--- src/rtl/seq_multiplier_if.sv ---
// Operand/product handshake bundle for seq_multiplier: an operand valid/ready
// channel in and a product valid/ready channel out.
interface seq_multiplier_if #(
    parameter int WIDTH = 8
);
    logic               in_valid;
    logic               in_ready;
    logic [WIDTH-1:0]   a;
    logic [WIDTH-1:0]   b;
    logic               out_valid;
    logic               out_ready;
    logic [2*WIDTH-1:0] product;

    modport master (
        output in_valid, a, b, out_ready,
        input  in_ready, out_valid, product
    );

    modport slave (
        input  in_valid, a, b, out_ready,
        output in_ready, out_valid, product
    );
endinterface

--- src/rtl/seq_multiplier.sv ---
// Multi-cycle unsigned shift-and-add multiplier: one ripple-carry partial-product add per clock.
// Optional build macro SEQ_MULTIPLIER_ZERO_SKIP_EN: zero operands bypass RUN and go straight to DONE.
module RippleCarryAdder #(
    parameter int WIDTH = 8
) (
    input  logic [WIDTH-1:0] a,
    input  logic [WIDTH-1:0] b,
    input  logic             cin,
    output logic [WIDTH-1:0] s,
    output logic             cout
);
    logic [WIDTH:0] carry;

    assign carry[0] = cin;

    for (genvar i = 0; i < WIDTH; i++) begin : g_bit
        assign s[i]       = a[i] ^ b[i] ^ carry[i];
        assign carry[i+1] = (a[i] & b[i]) | (carry[i] & (a[i] ^ b[i]));
    end

    assign cout = carry[WIDTH];
endmodule

module seq_multiplier #(
    parameter int WIDTH = 8
) (
    input  logic            clk,
    input  logic            rst_n,
    seq_multiplier_if.slave bus
);
    localparam int CW = $clog2(WIDTH + 1);
    localparam logic [CW-1:0] LAST = CW'(WIDTH - 1);

    typedef enum logic [1:0] {
        IDLE,
        RUN,
        DONE
    } state_t;

    state_t             state;
    state_t             next_state;
    logic [WIDTH-1:0]   mcand;
    logic [WIDTH-1:0]   acc_hi;
    logic [WIDTH-1:0]   acc_lo;
    logic [CW-1:0]      cnt;
    logic [2*WIDTH-1:0] product_r;

    logic [WIDTH-1:0]   add_b;
    logic [WIDTH-1:0]   sum;
    logic               cout;
    logic [2*WIDTH-1:0] shifted;
    logic               zero_op;

    assign add_b   = acc_lo[0] ? mcand : '0;
    assign shifted = {cout, sum, acc_lo[WIDTH-1:1]};

`ifdef SEQ_MULTIPLIER_ZERO_SKIP_EN
    assign zero_op = (bus.a == '0) || (bus.b == '0);
`else
    assign zero_op = 1'b0;
`endif

    RippleCarryAdder #(.WIDTH(WIDTH)) u_adder (
        .a    (acc_hi),
        .b    (add_b),
        .cin  (1'b0),
        .s    (sum),
        .cout (cout)
    );

    // Handshake outputs decode state only, so no input reaches them combinationally.
    assign bus.in_ready  = (state == IDLE);
    assign bus.out_valid = (state == DONE);
    assign bus.product   = product_r;

    // NOTE: sequential state uses non-blocking assignments so every register samples pre-edge values.
    always_ff @(posedge clk or negedge rst_n) begin
        if (!rst_n) state <= IDLE;
        else        state <= next_state;
    end

    // NOTE: next_state gets its default before the case so no path leaves it unassigned (no latch).
    always_comb begin
        next_state = state;
        case (state)
            IDLE: if (bus.in_valid)  next_state = zero_op ? DONE : RUN;
            RUN:  if (cnt == LAST)   next_state = DONE;
            DONE: if (bus.out_ready) next_state = IDLE;
            default:                 next_state = IDLE;
        endcase
    end

    always_ff @(posedge clk or negedge rst_n) begin
        if (!rst_n) begin
            mcand     <= '0;
            acc_hi    <= '0;
            acc_lo    <= '0;
            cnt       <= '0;
            product_r <= '0;
        end else begin
            case (state)
                IDLE: begin
                    if (bus.in_valid) begin
                        mcand  <= bus.a;
                        acc_hi <= '0;
                        cnt    <= '0;
                        if (zero_op) begin
                            acc_lo    <= '0;
                            product_r <= '0;
                        end else begin
                            acc_lo <= bus.b;
                        end
                    end
                end
                RUN: begin
                    acc_hi <= shifted[2*WIDTH-1:WIDTH];
                    acc_lo <= shifted[WIDTH-1:0];
                    cnt    <= cnt + 1'b1;
                    // Product is captured once so it holds through IDLE and the next RUN.
                    if (cnt == LAST) product_r <= shifted;
                end
                default: ;
            endcase
        end
    end
endmodule

--- src/flat_wrapper.sv ---
// flat-port wrapper written by rule: the top's interface ports become plain ports
module seq_multiplier_flat 
#(
    parameter int WIDTH = 8
)
  (clk, rst_n, bus_in_valid, bus_a, bus_b, bus_out_ready, bus_in_ready, bus_out_valid, bus_product);
  seq_multiplier_if #(.WIDTH(WIDTH)) bus_i ();
  input  logic clk;
  input  logic rst_n;
  input wire logic [$bits(bus_i.in_valid)-1:0] bus_in_valid;
  input wire logic [$bits(bus_i.a)-1:0] bus_a;
  input wire logic [$bits(bus_i.b)-1:0] bus_b;
  input wire logic [$bits(bus_i.out_ready)-1:0] bus_out_ready;
  output wire logic [$bits(bus_i.in_ready)-1:0] bus_in_ready;
  output wire logic [$bits(bus_i.out_valid)-1:0] bus_out_valid;
  output wire logic [$bits(bus_i.product)-1:0] bus_product;
  assign bus_i.in_valid = bus_in_valid;
  assign bus_i.a = bus_a;
  assign bus_i.b = bus_b;
  assign bus_i.out_ready = bus_out_ready;
  assign bus_in_ready = bus_i.in_ready;
  assign bus_out_valid = bus_i.out_valid;
  assign bus_product = bus_i.product;
  seq_multiplier #(.WIDTH(WIDTH)) u_core (.clk(clk), .rst_n(rst_n), .bus(bus_i));
endmodule
--- config.mk ---
export PLATFORM = sky130hd
export DESIGN_NAME = seq_multiplier_flat
export DESIGN_NICKNAME = d
export VERILOG_FILES = /design/src/rtl/seq_multiplier_if.sv /design/src/rtl/seq_multiplier.sv /design/src/flat_wrapper.sv
export SDC_FILE = /design/constraint.sdc
export NUM_CORES = 1
export LEC_CHECK = 0
export CAP_MARGIN = 30
export CORE_MARGIN = 4
export CORE_UTILIZATION = 47
export CTS_CLUSTER_DIAMETER = 80
export CTS_CLUSTER_SIZE = 10
export DETAILED_ROUTE_END_ITERATION = 6
export PLACE_DENSITY = 0.88
export RECOVER_POWER = 25
export SLEW_MARGIN = 20
export SYNTH_ARGS = -nofsm -noshare
export SYNTH_HDL_FRONTEND = slang
export SYNTH_SLANG_ARGS = --single-unit
--- constraint.sdc ---
create_clock -name clk -period 3.51 [get_ports clk]
set_input_delay 1.053 -clock clk [delete_from_list [all_inputs] [get_ports clk]]
set_output_delay 1.053 -clock clk [all_outputs]
set_load 0.03 [all_outputs]
## After elaboration in Yosys (flattened, before gate mapping)

Index checks and enable logic that the tools add are counted.

- Bitwise operators: 37
- Shift-type cells: 0
- Reductions and logical operators: 6
- Divide/modulo/power cells: 0
- Muxes and demuxes: 11
- Magnitude comparators: 0
- $mul: 0
- $add $sub $neg: 1
- Equality and inequality tests: 6

Operators with widths:

| operator | number |
|---|---|
| case mux 8 bit (2 select lines) | 2 |
| 2-to-1 mux 8 bit | 3 |
| bitwise AND 1 bit | 15 |
| XOR 1 bit | 15 |
| case mux 4 bit (2 select lines) | 1 |
| bitwise OR 1 bit | 7 |
| 2-to-1 mux 2 bit | 3 |
| case mux 2 bit (3 select lines) | 1 |
| AND reduction 2 bit | 3 |
| adder 4 x 1 -> 4 bit (second input constant) | 1 |
| equality test 4 x 3 -> 1 bit (second input constant) | 1 |
| 2-to-1 mux 4 bit | 1 |
| != test 2 bit (second input constant) | 2 |
| AND reduction 3 bit | 1 |
| equality test 2 x 1 -> 1 bit (second input constant) | 1 |
| equality test 2 bit (second input constant) | 1 |
| zero test 2 bit | 1 |
| != test 2 x 1 -> 1 bit (second input constant) | 1 |
| nonzero test 2 bit | 1 |

- Flip-flop bits (word level): 46
- Input bits: 20
- Memories: 0
- Latch bits: 0
- Memory bits (writable): 0
- Logic and storage cells: 67
- Bits in read-only memories: 0

## Depth between registers and ports, before layout

Gate-level depths: netlist of the first run.

- Word-level depth: 17
- Mapped depth: 12
- Depth with buffers taken out: 11

## Cells and area by module

From an unflattened synthesis of the first run, not the netlist that was laid out.

- Cells, all modules: 196
- Area total of the unflattened synthesis: 2110.8 um^2

Modules (own cells, without submodules):

| module | times used | area an instance (um^2) | seq. area each (um^2) | cells each |
|---|---|---|---|---|
| seq_multiplier | 1 | 1913.1 | 1151.1 | 178 |
| RippleCarryAdder | 1 | 197.7 | 0.0 | 18 |

## Worst setup path before layout of the first run

No wires, ideal clock.

- Kind: register -> register
- From: register u_core.acc_lo[0]
- To: register u_core.acc_hi[6]
- Buffers on the path: 1
- Cell stages (with the launch flop): 13
- Data arrival time: 3.681 ns
- Path slack: -0.301 ns
- Cells stage by stage: dfrtp_1 > clkbuf_1 > and2_1 > ha_1 > inv_1 > fa_1 > fa_1 > fa_1 > fa_1 > fa_1 > fa_1 > fa_1 > o21ai_0

- Word-level cells in the longest chain between the ends: 16
- Elaborated cells between the ends (all ways): 29

RTL lines:

| element | RTL line | text |
|---|---|---|
| start, declared | seq_multiplier.sv:44 | `logic [WIDTH-1:0] acc_lo;` |
| start signal, assigned | seq_multiplier.sv:111 | `acc_lo <= bus.b;` |
| start signal, assigned | seq_multiplier.sv:117 | `acc_lo <= shifted[WIDTH-1:0];` |
| 2-to-1 mux 8 bit * | seq_multiplier.sv:54 | `assign add_b = acc_lo[0] ? mcand : '0;` |
| bitwise AND 1 bit / XOR 1 bit (equally long branches) | seq_multiplier.sv:18 | `assign carry[i+1] = (a[i] & b[i]) \| (carry[i] & (a[i] ^ b[i]));` |
| bitwise AND 1 bit | seq_multiplier.sv:18 |  |
| bitwise OR 1 bit | seq_multiplier.sv:18 |  |
| bitwise AND 1 bit | seq_multiplier.sv:18 |  |
| bitwise OR 1 bit | seq_multiplier.sv:18 |  |
| bitwise AND 1 bit | seq_multiplier.sv:18 |  |
| bitwise OR 1 bit | seq_multiplier.sv:18 |  |
| bitwise AND 1 bit | seq_multiplier.sv:18 |  |
| bitwise OR 1 bit | seq_multiplier.sv:18 |  |
| bitwise AND 1 bit | seq_multiplier.sv:18 |  |
| bitwise OR 1 bit | seq_multiplier.sv:18 |  |
| bitwise AND 1 bit | seq_multiplier.sv:18 |  |
| bitwise OR 1 bit | seq_multiplier.sv:18 |  |
| XOR 1 bit * | seq_multiplier.sv:17 | `assign s[i] = a[i] ^ b[i] ^ carry[i];` |
| case mux 8 bit (2 select lines) * | seq_multiplier.sv:101 | `case (state)` |
| end signal, assigned | seq_multiplier.sv:116 | `acc_hi <= shifted[2*WIDTH-1:WIDTH];` |
| end, declared | seq_multiplier.sv:43 | `logic [WIDTH-1:0] acc_hi;` |

Mark *: on every way between the ends. The rest lies on a longest branch, timed or not.
A chain may end at the register's enable or synchronous reset.

## Worst setup path after layout of the first run

- From: register u_core.mcand[0]
- To: register u_core.product_r[14] (netlist: u_core.bus.product[14])

- Word-level cells in the longest chain between the ends: 15

RTL lines:

| element | RTL line | text |
|---|---|---|
| start, declared | seq_multiplier.sv:42 | `logic [WIDTH-1:0] mcand;` |
| start signal, assigned | seq_multiplier.sv:104 | `mcand <= bus.a;` |
| 2-to-1 mux 8 bit | seq_multiplier.sv:54 |  |
| bitwise AND 1 bit (2 in a row) | seq_multiplier.sv:18 |  |
| bitwise OR 1 bit | seq_multiplier.sv:18 |  |
| bitwise AND 1 bit | seq_multiplier.sv:18 |  |
| bitwise OR 1 bit | seq_multiplier.sv:18 |  |
| bitwise AND 1 bit | seq_multiplier.sv:18 |  |
| bitwise OR 1 bit | seq_multiplier.sv:18 |  |
| bitwise AND 1 bit | seq_multiplier.sv:18 |  |
| bitwise OR 1 bit | seq_multiplier.sv:18 |  |
| bitwise AND 1 bit | seq_multiplier.sv:18 |  |
| bitwise OR 1 bit | seq_multiplier.sv:18 |  |
| bitwise AND 1 bit | seq_multiplier.sv:18 |  |
| bitwise OR 1 bit | seq_multiplier.sv:18 |  |
| XOR 1 bit | seq_multiplier.sv:17 |  |
| end signal, assigned | seq_multiplier.sv:120 | `if (cnt == LAST) product_r <= shifted;` |
| end, declared | seq_multiplier.sv:46 | `logic [2*WIDTH-1:0] product_r;` |

No other way between the ends.

==> impl_metrics.tcl, run 1 <==
set metrics [dict create \
    outcome "completed" \
    netlist_area_um2 2100 \
    min_period_over_period 0.995 \
    vias 1424 \
    critical_path_class "flop to flop" \
    dieHeight_um 74.8 \
    startpoint_type "flop" \
    dr_wl_met3_um 149 \
    path_max_fanout 2 \
    finalSetupViolations 0 \
    hold_viol_final 0 \
    first_global_vias 1494 \
    cp.arrival_ns 3.67 \
    grt_max_degree 28 \
    pre_cts_ws_ns -0.0717 \
    fp.dieW_um 74.8 \
    wl_per_cell_um 15.8 \
    routed_wl_um 4320 \
    die_area_um2 5590 \
    portBuffers 37 \
    design.core.area_um2 4320 \
    fin_ws_ns 0.0178 \
    layout.nets 250 \
    dp_cells 265 \
    ys_seq_area_frac 0.549 \
    syn-num-nets 209 \
    synth-seq-cells 46 \
    maxSlewViolCount 0 \
    tightest_slew_ns 1.45 \
    m1WireLength_um 1820 \
    fin_crit_ns 3.49 \
    ant_nets 0 \
    cts_tree "yes" \
    worst_setup_path_end_kind "flop" \
    gp_congestion 0.749 \
    yosysWarnings 0 \
    hp-class "flop to flop" \
    start_util 0.485 \
    cts_root_buffer "clkbuf_8" \
    insertion_delay_ns 0.29 \
    drive_above_1_share 0.171 \
    grt_usage 0.177 \
    clock-sinks 46 \
    viasPerCell 5.20 \
    drt_iter0_markers 121 \
    wl_met2_um 2270 \
    skew_ns 0.00559 \
    p_leak_nw 1.12 \
    holdBufCountCts 0 \
    syn_inst 180 \
    top_layer_used "met4" \
    final_area_um2 2640 \
    syn_avg_cell_area_um2 11.6 \
    final_cells 274 \
    layout_common_cells "dfrtp_1, clkdlybuf4s50_1, nand2_1" \
    h-tree-depth 2 \
    max_cap_violations 0 \
    antenna_found_initial 0 \
    grt_first_pass_wirelength_um 7290 \
    dp_hpwl_um 3060 \
    cts_buffer_depth 2 \
    ys_types 27 \
    cp.required_ns 3.69 \
    diodes 0 \
    grt.overflow.total 0 \
    fmax_ghz 0.286 \
    finalPower_w 0.00227 \
    io-pin-count 38 \
    vdd_drop_max_mv 0.401 \
    drtPass1Iterations 4 \
    drcViolationCount 0 \
    grt_setup_unrepaired "yes" \
    area_growth_pct 25.9 \
    power_density_nw_per_um2 859 \
    final_common_cell "dfrtp_1" \
    cts.clk_slew.worst_paths_ns 0.08 \
    relSlewSlack 0.0332 \
    row_count 24 \
    placed_area_um2 2540 \
    cts_made_buffers 5 \
]
==> registers in the layout (all words and copies together) (netlist names) <==
register and cells:
u_core.bus.product 16, u_core.acc_hi 8, u_core.acc_lo 8, u_core.mcand 8, u_core.cnt 4, u_core.state 2
==> final timing paths <==
kind / slack (ns) / cells past startpoint / endpoint / startpoint
min reg2reg: 0.49 / 1 / u_core.bus.product[7]$_DFFE_PN0P_ / u_core.bus.product[7]$_DFFE_PN0P_
min: 0.49 / 1 / u_core.bus.product[7]$_DFFE_PN0P_ / u_core.bus.product[7]$_DFFE_PN0P_
min in group asynchronous: 0.90 / 1 / u_core.bus.product[2]$_DFFE_PN0P_ / rst_n
max: 0.02 / 11 / u_core.bus.product[14]$_DFFE_PN0P_ / u_core.mcand[0]$_DFFE_PN0P_
max reg2reg: 0.02 / 11 / u_core.bus.product[14]$_DFFE_PN0P_ / u_core.mcand[0]$_DFFE_PN0P_
max in group asynchronous: 0.75 / 2 / u_core.bus.product[6]$_DFFE_PN0P_ / rst_n
==> layout make-up <==
| cell class | instances | area (um2) |
|---|---|---|
| fillers | 348 | 1690 |
| inverters | 18 | 67.6 |
| well taps | 52 | 65.1 |
| clock inverters | 1 | 5.00 |
| flip-flops and latches | 46 | 1150 |
| repair buffers | 43 | 405 |
| multi-input cells | 107 | 858 |
| clock buffers | 7 | 86.3 |
==> synthesized netlist by cell type <==
library cell	instances	share of area
a21o_1	1	0.0036
a21oi_1	5	0.012
a22o_1	1	0.0042
a22oi_1	4	0.014
and2_1	2	0.0060
and3b_1	4	0.017
buf_2	3	0.0072
buf_4	1	0.0036
buf_6	1	0.0054
clkbuf_1	4	0.0072
dfrtp_1	46	0.55
fa_1	7	0.067
ha_1	2	0.012
inv_1	18	0.032
mux2_1	1	0.0054
mux2_2	15	0.081
mux2i_1	9	0.043
nand2_1	27	0.048
nand2b_1	1	0.0030
nand2b_4	1	0.0066
nand3_1	2	0.0048
nor2_1	2	0.0036
nor2b_1	2	0.0060
nor3_4	1	0.0078
o21ai_0	18	0.043
o21bai_1	1	0.0036
o311ai_0	1	0.0042
==> worst max-delay path: stages (launching register included) <==
cell,delay (ns)
dfrtp_1,0.36
and2_4,0.16
ha_4,0.12
inv_2,0.03
fa_2,0.33
fa_2,0.34
fa_2,0.35
fa_2,0.35
fa_2,0.35
fa_2,0.35
fa_1,0.54
mux2i_1,0.08
==> per-stage QoR <==
stage | hold WS [ns] | utilization | setup TNS (ns)
final | 0.487 | 0.610 | 0
after detailed placement | 0.475 | 0.587 | -0.118
after floorplan | 0.450 | - | 0
after global placement | 0.466 | 0.583 | 0
after global routing | 0.515 | 0.610 | -0.0993
after CTS | 0.493 | 0.614 | -0.0266
==> metal layers <==
| layer | vias up | track usage |
|---|---|---|
| met5 | - | 0 |
| met4 | 0 | 0.0652 |
| met3 | 6 | 0.0374 |
| met1 | 715 | 0.234 |
| li1 | 674 | - |
| met2 | 29 | 0.291 |
==> what timing repair did <==
item                                   4_1_cts  5_1_grt
endpoints found under the hold margin        0        0
pin swaps                                    1        1
buffers inserted                             1        0
setup endpoints to repair                    4        4
resized for setup                            6        0
==> logic make-up (layout without fill, tap and decap cells) <==
group	Yosys count	count (layout)	synth area share
DFF	46	46	0.549
and+or+nand+nor	42	42	0.103
AOI/OAI and AO/OA	31	31	0.0848
buffers and inverters	27	69	0.0555
muxes	25	25	0.129
adders and majority gates	9	9	0.0788
==> power breakdown <==
group          switching [W]  total (W)  internal [W]
combinational       0.000544    0.00102      0.000475
clock               0.000169   0.000328      0.000159
sequential          0.000157   0.000919      0.000762
total               0.000870    0.00227       0.00140
(Power assumes the default switching activity.)
==> run 2, diff against run 1 <==
--- a/config.mk
+++ b/config.mk
@@ -8,7 +8,7 @@
 export CAP_MARGIN = 30
 export CORE_MARGIN = 4
 export CORE_UTILIZATION = 47
-export CTS_CLUSTER_DIAMETER = 80
+export CTS_CLUSTER_DIAMETER = 40
 export CTS_CLUSTER_SIZE = 10
 export DETAILED_ROUTE_END_ITERATION = 6
 export PLACE_DENSITY = 0.88
@@ -16,4 +16,5 @@
 export SLEW_MARGIN = 20
 export SYNTH_ARGS = -nofsm -noshare
 export SYNTH_HDL_FRONTEND = slang
+export SYNTH_HIERARCHICAL = 1
 export SYNTH_SLANG_ARGS = --single-unit
==> constraint.sdc (replaced) <==
create_clock -name clk -period 3.51 [get_ports clk]
set_input_delay 1.053 -clock clk [delete_from_list [all_inputs] [get_ports clk]]
set_output_delay 1.053 -clock clk [all_outputs]
set_load 0.01 [all_outputs]
==> run 2 against run 1 <==
  * The flow now finishes with violations (max-capacitance violations, max-slew violations, negative setup slack)
  * Worst setup slack worse by 0.15 ns
  * Synthesized area is 0.72% higher
  * Routed wire length down 1.2%
  * Hold slack worse by 0.0072 ns
  * Utilization shrank 0.16 points
  * Via count increased by 5.6%
  * Highest routed layer unchanged
==> impl_metrics.tcl, run 2 <==
set metrics [dict create \
    outcome "finished, violations left" \
    violations "max-capacitance violations, max-slew violations, negative setup slack" \
    dp_hpwl_um 3030 \
    fp.dieW_um 75.0 \
    cts.clk_slew.worst_paths_ns 0.09 \
    path_max_fanout 2 \
    layout_common_cells "dfrtp_1, nand2_1, clkdlybuf4s50_1" \
    fillers 365 \
    startpoint_type "flop" \
    vdd_drop_max_mv 0.430 \
    yosys.area.top_type "dfrtp_1" \
    row_count 24 \
    dieHeight_um 75.0 \
    io-pin-count 38 \
    gp_congestion 0.756 \
    clock-sinks 46 \
    power_density_nw_per_um2 946 \
    synth-seq-cells 46 \
    dp_cells 279 \
    max_cap_violations 1 \
    use_met2 0.289 \
    skew_ns 0.0112 \
    finalSetupViolations 3 \
    layout.nets 264 \
    fin_ws_ns -0.128 \
    yosys-top-cells-area "dfrtp_1, mux2_2, nand2_1, fa_1, nand3_1" \
    cts_buffer_depth 2 \
    ys_types 28 \
    cp.arrival_ns 3.87 \
    critical_path.max_stage_delay_ns 0.41 \
    wl_per_cell_um 14.8 \
    reg2reg_to "u_core/bus.product[14]$_DFFE_PN0P_" \
    p_leak_nw 1.22 \
    ys_seq_area_frac 0.545 \
    tightest_slew_ns 1.62 \
    pre_cts_ws_ns -0.244 \
    fmax_ghz 0.275 \
    use_met1 0.211 \
    final_cells 288 \
    viasPerCell 5.22 \
    vias 1504 \
    drive_above_1_share 0.165 \
    antenna_found_initial 0 \
    first_global_vias 1549 \
    synthFlopType "dfrtp_1" \
    yosysWarnings 6 \
    die_area_um2 5630 \
    synth_edf_count 0 \
    grt_busiest_layer "met2" \
    area_growth_pct 25.5 \
    gr-usage-met3 0.0387 \
    netlist_top_cells_count "dfrtp_1, nand2_1, mux2_2" \
    start_util 0.485 \
    finalSetupTns_ns -0.261 \
    drcViolationCount 0 \
    portBuffers 37 \
    cp.required_ns 3.74 \
    grt_max_degree 31 \
    insertion_delay_ns 0.29 \
    hold_depth 2 \
    syn_inst 196 \
    cts_root_buffer "clkbuf_8" \
    rr_startpoint "u_core/acc_lo[0]$_DFFE_PN0P_" \
    cts_resized 0 \
    diodes 0 \
    r2r_slack_ns -0.13 \
    critical_path_class "flop to flop" \
    h-tree-depth 2 \
    netlist_area_um2 2110 \
    drtPass1Iterations 4 \
    path_cells "and2_4, fa_2, inv_2, fa_2, inv_2, fa_2, fa_2, fa_2, fa_2, fa_2, inv_2, fa_1, inv_1, mux2_2" \
    grt_setup_unrepaired "yes" \
    grt_first_pass_wirelength_um 7170 \
    grt_usage 0.169 \
    timing.hold.ws_ns 0.480 \
    cts_tree "yes" \
    cts_made_buffers 5 \
    min_from "u_core/mcand[3]$_DFFE_PN0P_" \
    finalPower_w 0.00251 \
    syn-num-nets 225 \
    multi_input_area_um2 888 \
    ff_latch_area_um2 1150 \
    hp-class "flop to flop" \
    relSlewSlack -0.0772 \
    worstRegToRegCells 14 \
    critPathMostFrequentCell "fa_2" \
    yosys.cell_count.top_type "dfrtp_1" \
    synth_top_area_frac 0.545 \
    largest_reg_flops 16 \
    min_period_over_period 1.04 \
    fin_crit_ns 3.64 \
    async_flop_share 1.00 \
    hold_viol_final 0 \
    routed_wl_um 4270 \
    cp_slowest_cell "fa_1" \
    ant_nets 0 \
    design.core.area_um2 4350 \
    worst_setup_path_end_kind "flop" \
    maxSlewViolCount 31 \
    syn_avg_cell_area_um2 10.8 \
    drt_iter0_markers 112 \
    hold_end "u_core/mcand[3]$_DFFE_PN0P_" \
    final_common_cell "dfrtp_1" \
    grt.overflow.total 0 \
]
## run 2: changes by cell type in the layout (fill, tap and decap cells not counted), moves of 7 or more
cell / change
inv_1: -9
mux2i_1: -8
nand2_1: +16
nand3_1: +11
nor3_1: +7
o21ai_0: -14
o22ai_1: +7
## run 2: power breakdown
part / switching (W) / internal (W) / leakage [nW]
Sequential: 0.000176 / 0.000790 / 0.560
Clock: 0.000167 / 0.000213 / 0.0524
Combinational: 0.000574 / 0.000587 / 0.609
Total: 0.000917 / 0.00159 / 1.22
## run 2: worst max path at each step
stage	from	cells after the start	slack (ns)	to
CTS	u_core/acc_lo[0]$_DFFE_PN0P_	14	-0.15	u_core/bus.product[14]$_DFFE_PN0P_
floorplan	u_core/acc_hi[0]$_DFFE_PN0P_	13	-0.05	u_core/bus.product[14]$_DFFE_PN0P_
detailed placement	u_core/mcand[0]$_DFFE_PN0P_	14	-0.24	u_core/bus.product[14]$_DFFE_PN0P_
finish	u_core/acc_lo[0]$_DFFE_PN0P_	14	-0.13	u_core/bus.product[14]$_DFFE_PN0P_
global route	u_core/acc_lo[0]$_DFFE_PN0P_	14	-0.24	u_core/bus.product[14]$_DFFE_PN0P_
global placement	u_core/acc_lo[0]$_DFFE_PN0P_	14	-0.15	u_core/bus.product[14]$_DFFE_PN0P_
## run 2: layer usage
metal,up-vias,wire length [um]
met1,753,1870
met4,0,80
met3,7,172
met5,-,0
met2,27,2140
li1,717,-
## run 2: layout make-up
cell class,instances,area share
well taps,52,0.0246
clock buffers,7,0.0288
inverters,11,0.0156
clock inverters,1,0.0113
multi-input cells,129,0.335
repair buffers,42,0.150
flip-flops and latches,46,0.434
## run 2: worst max-delay path, delay by kind of cell (launching register included)
family	cells	cell delay, ns
adder cells (fa/ha/maj)	8	2.66
multiplexers	1	0.14
flip-flops	1	0.38
buffers and inverters	4	0.24
AND/OR/NAND/NOR	1	0.16
## run 2: kinds of logic (layout without fill, tap and decap cells)
kind of cell / Yosys count / in the layout / synth area share
AO/OA/AOI/OAI: 12 / 12 / 0.0338
adder cells (fa/ha/maj): 9 / 9 / 0.0818
buffers and inverters: 21 / 61 / 0.0456
flip-flops: 46 / 46 / 0.545
multiplexers: 17 / 17 / 0.0901
other: 1 / 1 / 0.00178
AND/OR/NAND/NOR: 90 / 90 / 0.202
## run 2: metrics by stage
stage	util	area (um2)
after floorplan	-	2130
after global placement	0.582	2530
after detailed placement	0.586	2550
after CTS	0.613	2670
after global routing	0.609	2650
final	0.609	2650
## run 2: timing repair
action                                 CTS  global route
pin swaps                                8             3
cloned                                   0             0
setup endpoints to repair                5             3
endpoints found under the hold margin    0             0
setup buffers                            1             0
hold buffers                             0             0
==> run 3, diff against run 2 <==
--- a/config.mk
+++ b/config.mk
@@ -13,6 +13,7 @@
 export DETAILED_ROUTE_END_ITERATION = 6
 export PLACE_DENSITY = 0.88
 export RECOVER_POWER = 25
+export SETUP_SLACK_MARGIN = 0.4
 export SLEW_MARGIN = 20
 export SYNTH_ARGS = -nofsm -noshare
 export SYNTH_HDL_FRONTEND = slang
==> run 3 against run 2 <==
  * The flow finishes with violations (negative setup slack)
  * Critical path depth did not move
  * Sequential power is essentially flat
  * Sequential share of layout area up 0.39 points
  * First-iteration DRC count down 4.5%
  * Maximum frequency up 0.28%
  * Largest power group unchanged
==> impl_metrics.tcl, run 3 (synthesis gave the netlist of run 2 again) <==
set metrics [dict create \
    cts_buffer_depth 2 \
    grt_usage 0.175 \
    cts_resized 0 \
    ff_latch_area_um2 1150 \
    holdBufCountCts 0 \
    worst_setup_path_end_kind "flop" \
    row_count 24 \
    skew_ns 0.00392 \
    io-pin-count 38 \
    drive_above_1_share 0.161 \
    start_util 0.485 \
    area_growth_pct 24.4 \
    routed_wl_um 4320 \
    viasPerCell 5.34 \
    finalSetupViolations 3 \
    grt_first_pass_wirelength_um 7270 \
    min_period_over_period 1.03 \
    swShare 0.377 \
    fmax_ghz 0.276 \
    fin_crit_ns 3.63 \
    die_area_um2 5630 \
    pre_cts_ws_ns -0.230 \
    insertion_delay_ns 0.29 \
    power_density_nw_per_um2 928 \
    cp.arrival_ns 3.87 \
    final_core_util 0.603 \
    grt.overflow.total 0 \
    diodes 0 \
    finalPower_w 0.00244 \
    p_int_w 0.00152 \
    path_max_fanout 2 \
    multi_input_area_um2 887 \
    relSlewSlack 0.0193 \
    vias 1537 \
    maxSlewViolCount 0 \
    grt_setup_unrepaired "yes" \
    ant_nets 0 \
    cts_root_buffer "clkbuf_8" \
    cp.required_ns 3.75 \
    fp.dieW_um 75.0 \
    drtPass1Iterations 4 \
    gp_congestion 0.757 \
    dp_hpwl_um 3060 \
    critical_path_class "flop to flop" \
    layout.nets 265 \
    layout_common_cells "dfrtp_1, nand2_1, clkdlybuf4s50_1" \
    largest_reg_flops 16 \
    drcViolationCount 0 \
    cts_tree "yes" \
    switchingPower_w 0.000918 \
    fillers 341 \
    fin_ws_ns -0.118 \
    max_cap_violations 0 \
    cts_made_buffers 5 \
    grt_max_degree 30 \
    pwr-share-comb 0.480 \
    clock-sinks 46 \
    cts.clk_slew.worst_paths_ns 0.08 \
    portBuffers 37 \
    antenna_found_initial 0 \
    dieHeight_um 75.0 \
    final_common_cell "dfrtp_1" \
    h-tree-depth 2 \
    power.clock.fraction 0.123 \
    outcome "finished, violations left" \
    timing.hold.ws_ns 0.475 \
    wl_per_cell_um 15.0 \
    p_seq_frac 0.397 \
    violations "negative setup slack" \
    first_global_vias 1546 \
    drt_iter0_markers 107 \
    hp-class "flop to flop" \
    p_leak_nw 1.21 \
    tightest_slew_ns 1.47 \
    startpoint_type "flop" \
    hold_viol_final 0 \
    design.core.area_um2 4350 \
    vdd_drop_max_mv 0.523 \
]
-- run 3: path summary, 6_finish.rpt --
| path | from | to | slack (ns) | cells after the start |
|---|---|---|---|---|
| max | u_core/mcand[0]$_DFFE_PN0P_ | u_core/bus.product[14]$_DFFE_PN0P_ | -0.12 | 14 |
| min | u_core/mcand[6]$_DFFE_PN0P_ | u_core/mcand[6]$_DFFE_PN0P_ | 0.47 | 2 |
| max reg2reg | u_core/mcand[0]$_DFFE_PN0P_ | u_core/bus.product[14]$_DFFE_PN0P_ | -0.12 | 14 |
| min reg2reg | u_core/mcand[6]$_DFFE_PN0P_ | u_core/mcand[6]$_DFFE_PN0P_ | 0.47 | 2 |
| max in group asynchronous | rst_n | u_core/mcand[5]$_DFFE_PN0P_ | 0.70 | 2 |
| min in group asynchronous | rst_n | u_core/bus.product[2]$_DFFE_PN0P_ | 0.92 | 1 |
-- run 3: area by class of cell --
class | instances | area share
clock buffers | 7 | 0.0291
multi-input cells | 129 | 0.338
repair buffers | 43 | 0.154
well taps | 52 | 0.0248
inverters | 11 | 0.0157
flip-flops and latches | 46 | 0.438
-- run 3: metrics by stage --
stage | area (um2) | setup TNS (ns) | instances
floorplan | 2130 | -0.0644 | 196
global placement | 2530 | -0.312 | 278
detailed placement | 2550 | -0.591 | 279
CTS | 2640 | -0.236 | 287
global route | 2630 | -0.551 | 288
finish | 2630 | -0.247 | 288
-- run 3: layer usage --
layer	global-route usage	vias up	share of wire
met5	0	-	0
met2	0.284	38	0.53
met3	0.0414	6	0.039
li1	-	719	-
met1	0.225	774	0.42
met4	0.0751	0	0.017
-- run 3: worst max-delay path, cell delays in order, from the launching register on --
cell     delay [ns]
dfrtp_1        0.38
and2_4         0.16
fa_2           0.35
inv_2          0.06
fa_2           0.19
inv_2          0.04
fa_2           0.33
fa_2           0.35
fa_2           0.34
fa_2           0.35
fa_2           0.35
inv_2          0.06
fa_1           0.41
inv_1          0.08
mux2_2         0.13
-- run 3: timing repair --
| item | 4_1_cts | 5_1_grt |
|---|---|---|
| gates cloned | 0 | 0 |
| endpoints found under the setup margin | 7 | 6 |
| setup buffers | 1 | 1 |
| pin swaps | 9 | 0 |
-- run 3: power groups by stage --
stage	registers (W)	clock network (W)	logic, W
after CTS	0.000968	0.000308	0.00118
after global routing	0.00100	0.000326	0.00130
after floorplan	0.000981	0	0.000715
after detailed placement	0.000979	0	0.00116
after global placement	0.000961	0	0.00110
final	0.000967	0.000300	0.00117
==> RTL change 1, RTL diff (settings of run 3) <==
Re-encode `state_t` (3 states) as one-hot, 3 bits wide.
--- a/src/rtl/seq_multiplier.sv
+++ b/src/rtl/seq_multiplier.sv
@@ -31,10 +31,10 @@
     localparam int CW = $clog2(WIDTH + 1);
     localparam logic [CW-1:0] LAST = CW'(WIDTH - 1);
 
-    typedef enum logic [1:0] {
-        IDLE,
-        RUN,
-        DONE
+    typedef enum logic [2:0] {
+        IDLE = 3'b001,
+        RUN  = 3'b010,
+        DONE = 3'b100
     } state_t;
 
     state_t             state;
Check against the original RTL: no difference found for any inputs over 4 cycles, from zero or initial values and one cycle with rst_n low; so few cycles prove little.
==> RTL change 1 against run 3 <==
The flow still finishes with violations (negative setup slack). First-iteration DRC count is 64% lower. Fmax is 1.4% higher. Synthesized area is 5.9% higher. Wire length is 7.3% lower. Hold slack better by 0.020 ns. Critical path depth stayed put. Design area is 5.8% higher. Sequential cell count is 1 higher. Power is 25% lower. Worst setup slack better by 0.052 ns. Non-clock buffer count is 2 lower. Highest routed layer unchanged.
==> RTL change 1: results (changes against run 3) <==
* Leakage at 1.24 nW (+2.5%)
* Nets@finish at 231 (-13%)
* Failing checks: negative setup slack
* Final wirelength at 4.00 mm (-7.3%)
* 1st-pass router iterations at 2 (-2)
* Slew @ Worst Pin at 1.41 ns (-0.0656 ns)
* Adder-Cell Fraction of Synth Area at 0.0772 (-0.00458)
* Hold slack at 0.495 ns (+0.0197 ns)
* First-pass GRT wire length at 7.00 mm (-3.7%)
* Setup ws final at -0.0660 ns (+0.0518 ns)
* Multi-input combinational cell area at 978 um2 (+10%)
* Worst R2R Start: u_core/acc_lo[0]$_DFFE_PN0P_
* RePlAce Congestion at 0.723 (-4.5%)
* Final setup viols at 2 (-1)
* Clock Skew at 0.00834 ns (+0.00443 ns)
* DP Area at 2660 um2 (+4.2%)
* Gr usage total at 0.147 (-0.0277)
* Peak supply drop at 0.000321 V (-39%)
* Fraction of final layout cells sized beyond drive strength 1 at 0.276 (+0.115)
* Syn Area/Cell at 14.0 um2 (+30%)
* Syn nets at 189 (-16%)
* Netlist cell types at 31 (+11%)
* 1st-iter DRT viols at 39 (-64%)
* Status: complete, but fails checks
* FILL cells at 352 (+3.2%)
* Mux cell area share after synthesis at 0.196 (+0.106)
* Most frequent cells after synthesis: dfrtp_1 (46), mux2_2 (17), inv_1 (11)
RTL change 1: through the flow:
stage	setup slack, ns	TNS [ns]
after detailed placement	-0.220	-0.667
after floorplan	-0.0537	-0.0998
final	-0.0660	-0.127
after global routing	-0.165	-0.421
after CTS	-0.0782	-0.154
after global placement	-0.150	-0.352
RTL change 1: layer usage:
| layer | track usage | up-vias |
|---|---|---|
| met5 | 0 | - |
| met4 | 0.0374 | 0 |
| met3 | 0.0304 | 4 |
| met2 | 0.255 | 23 |
| met1 | 0.189 | 649 |
| li1 | - | 626 |
RTL change 1: kinds of logic (layout without fill, tap and decap cells):
| family | after synthesis | after routing |
|---|---|---|
| muxes | 37 | 37 |
| buffers and inverters | 17 | 60 |
| adders and majority gates | 9 | 9 |
| and+or+nand+nor | 29 | 29 |
| AOI/OAI and AO/OA | 20 | 20 |
| DFF | 47 | 47 |
| other | 1 | 1 |
RTL change 1: timing repair:
item / 4_1_cts / 5_1_grt
resized for setup: 0 / 1
setup endpoints to repair: 7 / 6
pin swaps: 6 / 0
RTL change 1: how the worst min path moves through the flow:
stage,start,end,depth (start not counted)
4_1_cts,u_core/cnt[3]$_DFFE_PN0P_,u_core/cnt[3]$_DFFE_PN0P_,1
3_5_place_dp,u_core/mcand[1]$_DFFE_PN0P_,u_core/mcand[1]$_DFFE_PN0P_,1
5_1_grt,u_core/mcand[1]$_DFFE_PN0P_,u_core/mcand[1]$_DFFE_PN0P_,1
3_3_place_gp,u_core/cnt[3]$_DFFE_PN0P_,u_core/cnt[3]$_DFFE_PN0P_,1
6_report,u_core/cnt[3]$_DFFE_PN0P_,u_core/cnt[3]$_DFFE_PN0P_,1
2_1_floorplan,u_core/cnt[3]$_DFFE_PN0P_,u_core/cnt[3]$_DFFE_PN0P_,1
RTL change 1: final cells by class:
class,instances,share of cell area
multi-input combinational,96,0.352
sequential,47,0.424
tap,52,0.0234
clock inverter,2,0.0126
timing repair buffer,41,0.143
clock buffer,6,0.0297
inverter,11,0.0149
RTL change 1: worst register-to-register path, stage by stage (launching register included):
cell and delay (ns):
dfrtp_1 0.39, and2_4 0.16, fa_2 0.33, inv_2 0.06, fa_2 0.18, inv_2 0.04, fa_2 0.33, fa_2 0.34
fa_2 0.35, fa_2 0.34, fa_2 0.34, inv_2 0.06, fa_1 0.39, inv_1 0.08, a22o_1 0.13
RTL change 1: power by group:
group	internal, mW	total (mW)	switching, mW
combinational	0.320	0.613	0.292
clock	0.231	0.407	0.176
sequential	0.697	0.819	0.122
total	1.25	1.84	0.591
==> RTL change 2, RTL diff (config.mk and constraints of run 3) <==
Without the edit above. Add a define of `SEQ_MULTIPLIER_ZERO_SKIP_EN`.
--- a/src/rtl/seq_multiplier.sv
+++ b/src/rtl/seq_multiplier.sv
@@ -1,5 +1,7 @@
 // Multi-cycle unsigned shift-and-add multiplier: one ripple-carry partial-product add per clock.
 // Optional build macro SEQ_MULTIPLIER_ZERO_SKIP_EN: zero operands bypass RUN and go straight to DONE.
+`define SEQ_MULTIPLIER_ZERO_SKIP_EN
+
 module RippleCarryAdder #(
     parameter int WIDTH = 8
 ) (
Behaviour: not the same (a bounded check fails within 4 cycles, from zero or initial values and one cycle with rst_n low).
==> RTL change 2 against run 3 <==
The flow finishes with violations (max-capacitance violations, max-slew violations, negative setup slack). Design area rose by 3.1%. Synthesized cell count shrank 0.51%. Worst setup slack worse by 0.048 ns. Sequential cell count is the same. Non-clock buffer count decreased by 2. Synthesized area up 3.1%. Core utilization increased by 1.0 points. Wire length is 12% higher. Power increased by 3.7%. Hold slack worse by 0.0013 ns. Global-route usage up 0.093 points. First-iteration DRC count rose by 79%. Critical path type unchanged. Critical endpoint unchanged. Largest cell class unchanged.
==> RTL change 2: results (changes against run 3) <==
* Peak supply drop at 0.000454 V (-13%)
* Failing checks: max-capacitance violations, max-slew violations, negative setup slack
* Number of H-tree levels at 2 (unchanged)
* Top area cells in the synthesized netlist: dfrtp_1 (53%), fa_1 (7.4%), a22o_1 (6.4%)
* Root Driver: clkbuf_8
* Gr usage total at 0.176 (+0.000927)
* Main synth FF type: dfrtp_1
* Syn nets at 224 (-0.44%)
* Most frequent cells after synthesis: dfrtp_1 (46), nand2_1 (37), a22o_1 (16)
* Initial antenna violation count at 0 (unchanged)
* Final setup viols at 3 (unchanged)
* Clk pin slew, worst setup/hold paths at ~0.090 ns
* Compound-Gate Fraction of Synth Area at 0.173 (+0.139)
* Arrival time at the worst endpoint at 3.92 ns (+0.05 ns)
* Skew-Pair Late Insertion Delay at 0.31 ns (+0.02 ns)
* Post-synthesis sequential area ratio at 0.529 (-0.0166)
* Max-Cap Viols at 1 (+1)
* Netlist cell types at 28 (unchanged)
* 1st-iter DRT viols at 191 (+79%)
* Fraction of final layout cells sized beyond drive strength 1 at 0.140 (-0.0212)
* Mux cell area share after synthesis at 0 (-0.0901)
* Vias in the first global route at 1,690 (+9.3%)
* Status: complete, but fails checks
* Largest net degree at the start of global routing at 47 (+57%)
* Nets@finish at 264 (-0.38%)
* Worst hold path type: flop to flop
* DR WL/cell at 16.8 um (+12%)
* FFs w/ async S/R, synth at 1.00 (unchanged)
* Post-DP HPWL at 3.40 mm (+11%)
* Clock Skew at 0.0113 ns (+0.00740 ns)
* First-pass GRT wire length at 8.23 mm (+13%)
* DR vias/cell at 5.63 (+5.5%)
* Adder-Cell Fraction of Synth Area at 0.0793 (-0.00249)
* Slew Limit Fails at 47 (+47)
* Leakage at 1.20 nW (-0.71%)
* Max-Slew Margin vs Limit at -0.560 (-0.579)
* Sum Neg Setup Slack at -0.340 ns (-0.0931 ns)
* Setup ws final at -0.166 ns (-0.0481 ns)
* Synth Warn # at 6 (unchanged)
* RePlAce Congestion at 0.795 (+5.0%)
-- RTL change 2: worst paths after layout --
check | cells after the start | startpoint | slack [ns] | end
setup / recovery | 14 | u_core/acc_lo[0]$_DFFE_PN0P_ | -0.17 | u_core/bus.product[14]$_DFFE_PN0P_
hold / removal | 2 | u_core/mcand[6]$_DFFE_PN0P_ | 0.47 | u_core/mcand[6]$_DFFE_PN0P_
setup reg to reg | 14 | u_core/acc_lo[0]$_DFFE_PN0P_ | -0.17 | u_core/bus.product[14]$_DFFE_PN0P_
hold reg to reg | 2 | u_core/mcand[6]$_DFFE_PN0P_ | 0.47 | u_core/mcand[6]$_DFFE_PN0P_
max in group asynchronous | 1 | rst_n | 0.73 | u_core/mcand[5]$_DFFE_PN0P_
min in group asynchronous | 1 | rst_n | 1.44 | u_core/acc_lo[4]$_DFFE_PN0P_
-- RTL change 2: final cells by class --
cell class	instances	area (um2)
Fill cell	347	1710
Timing Repair Buffer	41	394
Sequential cell	46	1150
Inverter	11	41.3
Clock inverter	3	43.8
Clock buffer	5	68.8
Multi-Input combinational cell	130	943
Tap cell	52	65.1
-- RTL change 2: power breakdown --
group	internal, mW	switching, mW
Clock	0.213	0.186
Combinational	0.578	0.609
Sequential	0.770	0.171
-- RTL change 2: metal layers --
| layer | GRT usage | vias up | wire (um) |
|---|---|---|---|
| li1 | - | 754 | - |
| met4 | 0.0664 | 0 | 96 |
| met2 | 0.286 | 57 | 2360 |
| met1 | 0.231 | 803 | 2080 |
| met5 | 0 | - | 0 |
| met3 | 0.0378 | 8 | 307 |
-- RTL change 2: cells by family after synthesis --
group                    count (synthesis)
AND/OR/NAND/NOR                         71
buffers and inverters                   19
adder cells (fa/ha/maj)                  9
other                                    1
AO/OA/AOI/OAI                           49
flip-flops                              46
-- RTL change 2: per-stage QoR --
stage	total power, mW	util	setup WS [ns]	std cells	area (um2)
2_1_floorplan	1.69	-	-0.0661	195	2200
3_3_place_gp	2.03	0.583	-0.163	277	2570
3_5_place_dp	2.11	0.583	-0.258	277	2570
4_1_cts	2.53	0.610	-0.158	286	2690
5_1_grt	2.73	0.613	-0.264	288	2710
6_report	2.53	0.613	-0.166	288	2710
-- RTL change 2: critical path: cells and delay by family, from the launching register on --
kind                       cells  cell delay (ns)
adders and majority gates      8             2.67
DFF                            1             0.41
buffers and inverters          4             0.24
and+or+nand+nor                1             0.15
AOI/OAI and AO/OA              1             0.14
-- RTL change 2: what timing repair did --
action | in CTS | in global routing
pin swaps | 9 | 1
resized for setup | 1 | 0
endpoints found under the setup margin | 6 | 6
setup buffers | 1 | 2
hold buffers | 0 | 0
